<file path="config.mk">
export PLATFORM = sky130hd
export DESIGN_NAME = store_narrower
export DESIGN_NICKNAME = d
export VERILOG_FILES = /design/src/rtl/store_narrower.sv
export SDC_FILE = /design/constraint.sdc
export NUM_CORES = 1
export LEC_CHECK = 0
export CORE_MARGIN = 2
export CORE_UTILIZATION = 56
export DETAILED_ROUTE_END_ITERATION = 10
export DONT_BUFFER_PORTS = 1
export PLACE_DENSITY = 0.7
export SETUP_SLACK_MARGIN = 0.2
export SYNTH_ARGS = -nofsm -noshare
export SYNTH_HDL_FRONTEND = slang
export SYNTH_SLANG_ARGS = --single-unit
</file>
<file path="constraint.sdc">
create_clock -name clk -period 2.09 [get_ports clk]
set_input_delay 0.3135 -clock clk [delete_from_list [all_inputs] [get_ports clk]]
set_output_delay 0.3135 -clock clk [all_outputs]
set_load 0.02 [all_outputs]
</file>
<file path="src/rtl/store_narrower.sv">
// Narrows a 32-bit register value to byte/halfword/word and writes it
// little-endian, one byte per handshake, to a byte-wide memory port.
module store_narrower #(
   parameter int ADDR_W = 32
) (
   input  logic              clk,
   input  logic              reset,
   input  logic              req_valid,
   output logic              req_ready,
   input  logic [ADDR_W-1:0] req_addr,
   input  logic [31:0]       req_data,
   input  logic [1:0]        req_size,
   output logic              mem_valid,
   input  logic              mem_ready,
   output logic [ADDR_W-1:0] mem_addr,
   output logic [7:0]        mem_data,
   output logic              busy,
   output logic              done,
   output logic              fit_err,
   output logic              align_err
);

   typedef enum logic [1:0] {
      IDLE,
      SEND,
      DONE
   } state_t;

   state_t            state, state_nxt;
   logic [ADDR_W-1:0] base_q;
   logic [31:0]       data_q;
   logic [1:0]        idx_q;
   logic [1:0]        last_q;
   logic              fit_q;
   logic              align_q;

   logic              accept;
   logic              req_align_err;
   logic              req_fit_err;
   logic              last_byte;

   assign accept    = req_valid & req_ready;
   assign last_byte = (idx_q == last_q);

   always_comb begin
      req_align_err = (req_size == 2'b11)
                    | ((req_size == 2'b01) & req_addr[0])
                    | ((req_size == 2'b10) & (req_addr[1:0] != 2'b00));
      case (req_size)
         2'b00:   req_fit_err = (req_data[31:8]  != {24{req_data[7]}});
         2'b01:   req_fit_err = (req_data[31:16] != {16{req_data[15]}});
         default: req_fit_err = 1'b0;
      endcase
      // A rejected request never reports a fit problem.
      if (req_align_err) req_fit_err = 1'b0;
   end

   always_ff @(posedge clk) begin
      if (reset) state <= IDLE;
      else       state <= state_nxt;
   end

   always_comb begin
      state_nxt = state;
      case (state)
         IDLE: if (accept) state_nxt = req_align_err ? DONE : SEND;
         SEND: if (mem_ready && last_byte) state_nxt = DONE;
         DONE: state_nxt = IDLE;
         default: state_nxt = IDLE;
      endcase
   end

   always_ff @(posedge clk) begin
      if (reset) begin
         base_q  <= '0;
         data_q  <= '0;
         idx_q   <= '0;
         last_q  <= '0;
         fit_q   <= 1'b0;
         align_q <= 1'b0;
      end else if (accept) begin
         base_q  <= req_addr;
         data_q  <= req_data;
         idx_q   <= '0;
         case (req_size)
            2'b00:   last_q <= 2'd0;
            2'b01:   last_q <= 2'd1;
            default: last_q <= 2'd3;
         endcase
         fit_q   <= req_fit_err;
         align_q <= req_align_err;
      end else if (state == SEND && mem_ready && !last_byte) begin
         idx_q <= idx_q + 2'd1;
      end
   end

   always_comb begin
      req_ready = (state == IDLE) & ~reset;
      mem_valid = (state == SEND);
      busy      = (state != IDLE);
      done      = (state == DONE);
      fit_err   = done & fit_q;
      align_err = done & align_q;
      mem_addr  = '0;
      mem_data  = '0;
      if (mem_valid) begin
         mem_addr = base_q + ADDR_W'(idx_q);
         mem_data = data_q[{idx_q, 3'b000} +: 8];
      end
   end

endmodule
</file>
==> impl_metrics.csv <==
group,metric,value,unit
final_layout,layout_common_cells,"nand2_1 (80), buf_4 (65), o21ai_0 (63), nand2b_1 (58), dfxtp_1 (55)",
synthesis,syn_inst,503,
final_layout,n_antenna_cell,0,
synthesis,async_flop_share,0,
sta,grt_setup_unrepaired,"true",
clocking,hold_buffers,0,
clocking,cts.sinks,72,
final_layout,final_nets,639,
synthesis,yosysSeqAreaShare,0.365,
critical_path,worstSetupPathType,"reg2out",
sta,setup_viol,27,
placed_design,dp_hpwl,7590,um
clocking,htreeDepth,3,
detailed_routing,wl_per_cell,18.0,um
sta,tightest_slew,0.496,ns
clocking,path_clk_slew,0.08,ns
status,outcome,"finished with violations",
final_layout,layout-drive-gt1-share,0.378,
floorplanning,die_width,88.0,um
final_layout,final-seq-area,1470,um^2
detailed_routing,drc,0,
hold_path,min_path_cells,1,
critical_path,crit_path_max_fanout,5,
final_layout,multi_input_area,2940,um^2
detailed_routing,drt_iter0_markers,279,
pwr,powerDensity,561,nW/um^2
placed_design,routabilityCongestion,0.853,
synthesis,synth_seq_cells,72,
clocking,cts_made_buffers,9,
grt,grt.total_usage,0.299,
grt,grt_pass1_vias,3833,
sta,finalCriticalPeriod,2.61,ns
synthesis,dominantRegCellSynth,"dfxtp_1",
floorplanning,core_region_area,6790,um^2
hold_path,hold_path_class,"in2reg",
detailed_routing,vias_per_cell,5.99,
placed_design,io_buffers,0,
floorplanning,fp-row-count,30,
sta,finClkSkew,0.0102,ns
floorplanning,pin_count,116,
sta,fmax,383,MHz
synthesis,syn_area,3950,um^2
detailed_routing,via_count,3997,
critical_path,end_kind,"primary output",
pwr,ir_drop,0.000495,V
synthesis,avgSynthCellArea,7.86,um^2
floorplanning,fp.dieH,88.0,um
grt,grt_remaining_overflow,0,
final_layout,n_fill_cell,442,
floorplanning,initial_core_util,0.582,
grt,grt_pass1_wl,18100,um
run,max_cap_viol_count,0,
detailed_routing,wirelength,12000,um
final_layout,final_common_cell,"nand2_1",
sta,period_share,1.25,
clocking,clockBufferDepth,2,
sta,setup_ws,-0.524,ns
clocking,insertion_delay,0.34,ns
sta,tns,-10.59,ns
critical_path,required,1.78,ns
sta,hold_violations,0,
clocking,cts_root_buf,"clkbuf_8",
critical_path,worstRegToRegCells,7,
pwr,p_leak,1.86,nW
clocking,cts_tree,"done",
floorplanning,fp.dieArea,7750,um^2
synthesis,synth_edf_count,0,
placed_design,placed_cell_area,4730,um^2
final_layout,design_area,5480,um^2
synthesis,synth.distinct_cells,42,
critical_path,cp_data_arrival_time,2.30,ns
detailed_routing,drtPass1Iterations,5,
detailed_routing,ant_nets,0,
final_layout,area_growth,38.7,%
synthesis,ys_warn_count,0,
grt,antenna_found_initial,0,
synthesis,syn_nets,576,
critical_path,cp-start-kind,"register",
placed_design,pre_cts_slack,-0.179,ns
sta,maxSlewViolCount,0,
status,violations,"setup timing",
grt,grt_max_degree,75,
sta,slew_headroom,0.666,
-- final cells by class --
cell class              instances  share of cell area
clock inverters                 6             0.00799
flip-flops and latches         72               0.268
inverters                       5             0.00411
multi-input cells             394               0.536
well taps                      96              0.0219
repair buffers                 84               0.137
clock buffers                  10              0.0251
-- cells in the mapped netlist, types with 2 or more instances --
library cell / count / share of area
a211oi_1: 2 / 0.0038
xor2_1: 8 / 0.018
xnor2_1: 6 / 0.013
nand3_1: 14 / 0.018
o31ai_1: 18 / 0.034
nand4_1: 14 / 0.022
or4_1: 16 / 0.030
mux4_2: 8 / 0.046
buf_2: 2 / 0.0025
nor3_1: 5 / 0.0063
and3_1: 6 / 0.0095
nor4_1: 7 / 0.011
inv_1: 5 / 0.0047
ha_1: 2 / 0.0063
nor2_1: 17 / 0.016
nand2b_1: 59 / 0.093
a21oi_1: 22 / 0.028
or2b_1: 3 / 0.0057
o21ai_0: 66 / 0.084
clkbuf_1: 28 / 0.027
mux2i_1: 3 / 0.0076
buf_1: 3 / 0.0028
dfxtp_1: 72 / 0.36
nand2_1: 81 / 0.077
and4_1: 2 / 0.0044
or2_2: 2 / 0.0032
or3_1: 5 / 0.0079
and2_1: 13 / 0.021
-- sequential cells by signal, summed over array words and instances (netlist names) --
signal	count
base_q	32
data_q	32
idx_q	2
last_q	2
state	2
align_q	1
fit_q	1
-- power by group --
group | total (mW) | internal, mW | switching (mW)
Sequential | 1.56 | 1.48 | 0.0768
Combinational | 0.506 | 0.232 | 0.275
Clock | 1.01 | 0.465 | 0.542
-- cells by family (layout without fill, tap and decap cells) --
kind of cell,count (synthesis),in the layout,share of synthesized area
and+or+nand+nor,250,252,0.339
AOI/OAI and AO/OA,114,114,0.161
DFF,72,72,0.365
buffers and inverters,39,105,0.0396
xor gates and xnor gates,14,14,0.0310
muxes,11,11,0.0532
adders and majority gates,3,3,0.0114
-- critical path, stage by stage (launching register included) --
cell and delay (ns):
dfxtp_2 0.34, nand4_1 0.17, buf_4 0.20, or4_4 0.52
or4_4 0.52, a21oi_4 0.22
-- routing by layer --
layer  routed length [um]  track usage
met3                  754       0.0660
met1                 4990        0.373
met4                  213        0.113
met2                 6040        0.508
met5                    0            0
-- final timing paths --
kind	slack, ns	end	startpoint
setup / recovery	-0.52	mem_addr[30]	base_q[8]
hold / removal	0.03	state[1]	reset
hold reg to reg	0.47	state[1]	state[1]
setup reg to reg	0.39	idx_q[1]	state[0]
-- stage by stage --
| step | total power [mW] | utilization | cells | hold WS, ns |
|---|---|---|---|---|
| CTS | 3.05 | 0.775 | 658 | 0.0236 |
| detailed placement | 2.04 | 0.696 | 619 | 0.391 |
| floorplan | 1.89 | - | 503 | 0.417 |
| global route | 3.21 | 0.807 | 667 | 0.0123 |
| global placement | 2.02 | 0.696 | 619 | 0.389 |
| finish | 3.07 | 0.807 | 667 | 0.0332 |
-- timing repair --
| action | 4_1_cts | 5_1_grt |
|---|---|---|
| setup endpoints to repair | 39 | 40 |
| gates cloned | 2 | 0 |
| buffers inserted | 21 | 9 |
| gates resized for setup | 56 | 30 |
| hold endpoints to repair | 0 | 0 |
| pin swaps | 33 | 26 |
No activity file was read; power rests on OpenSTA's default activity.
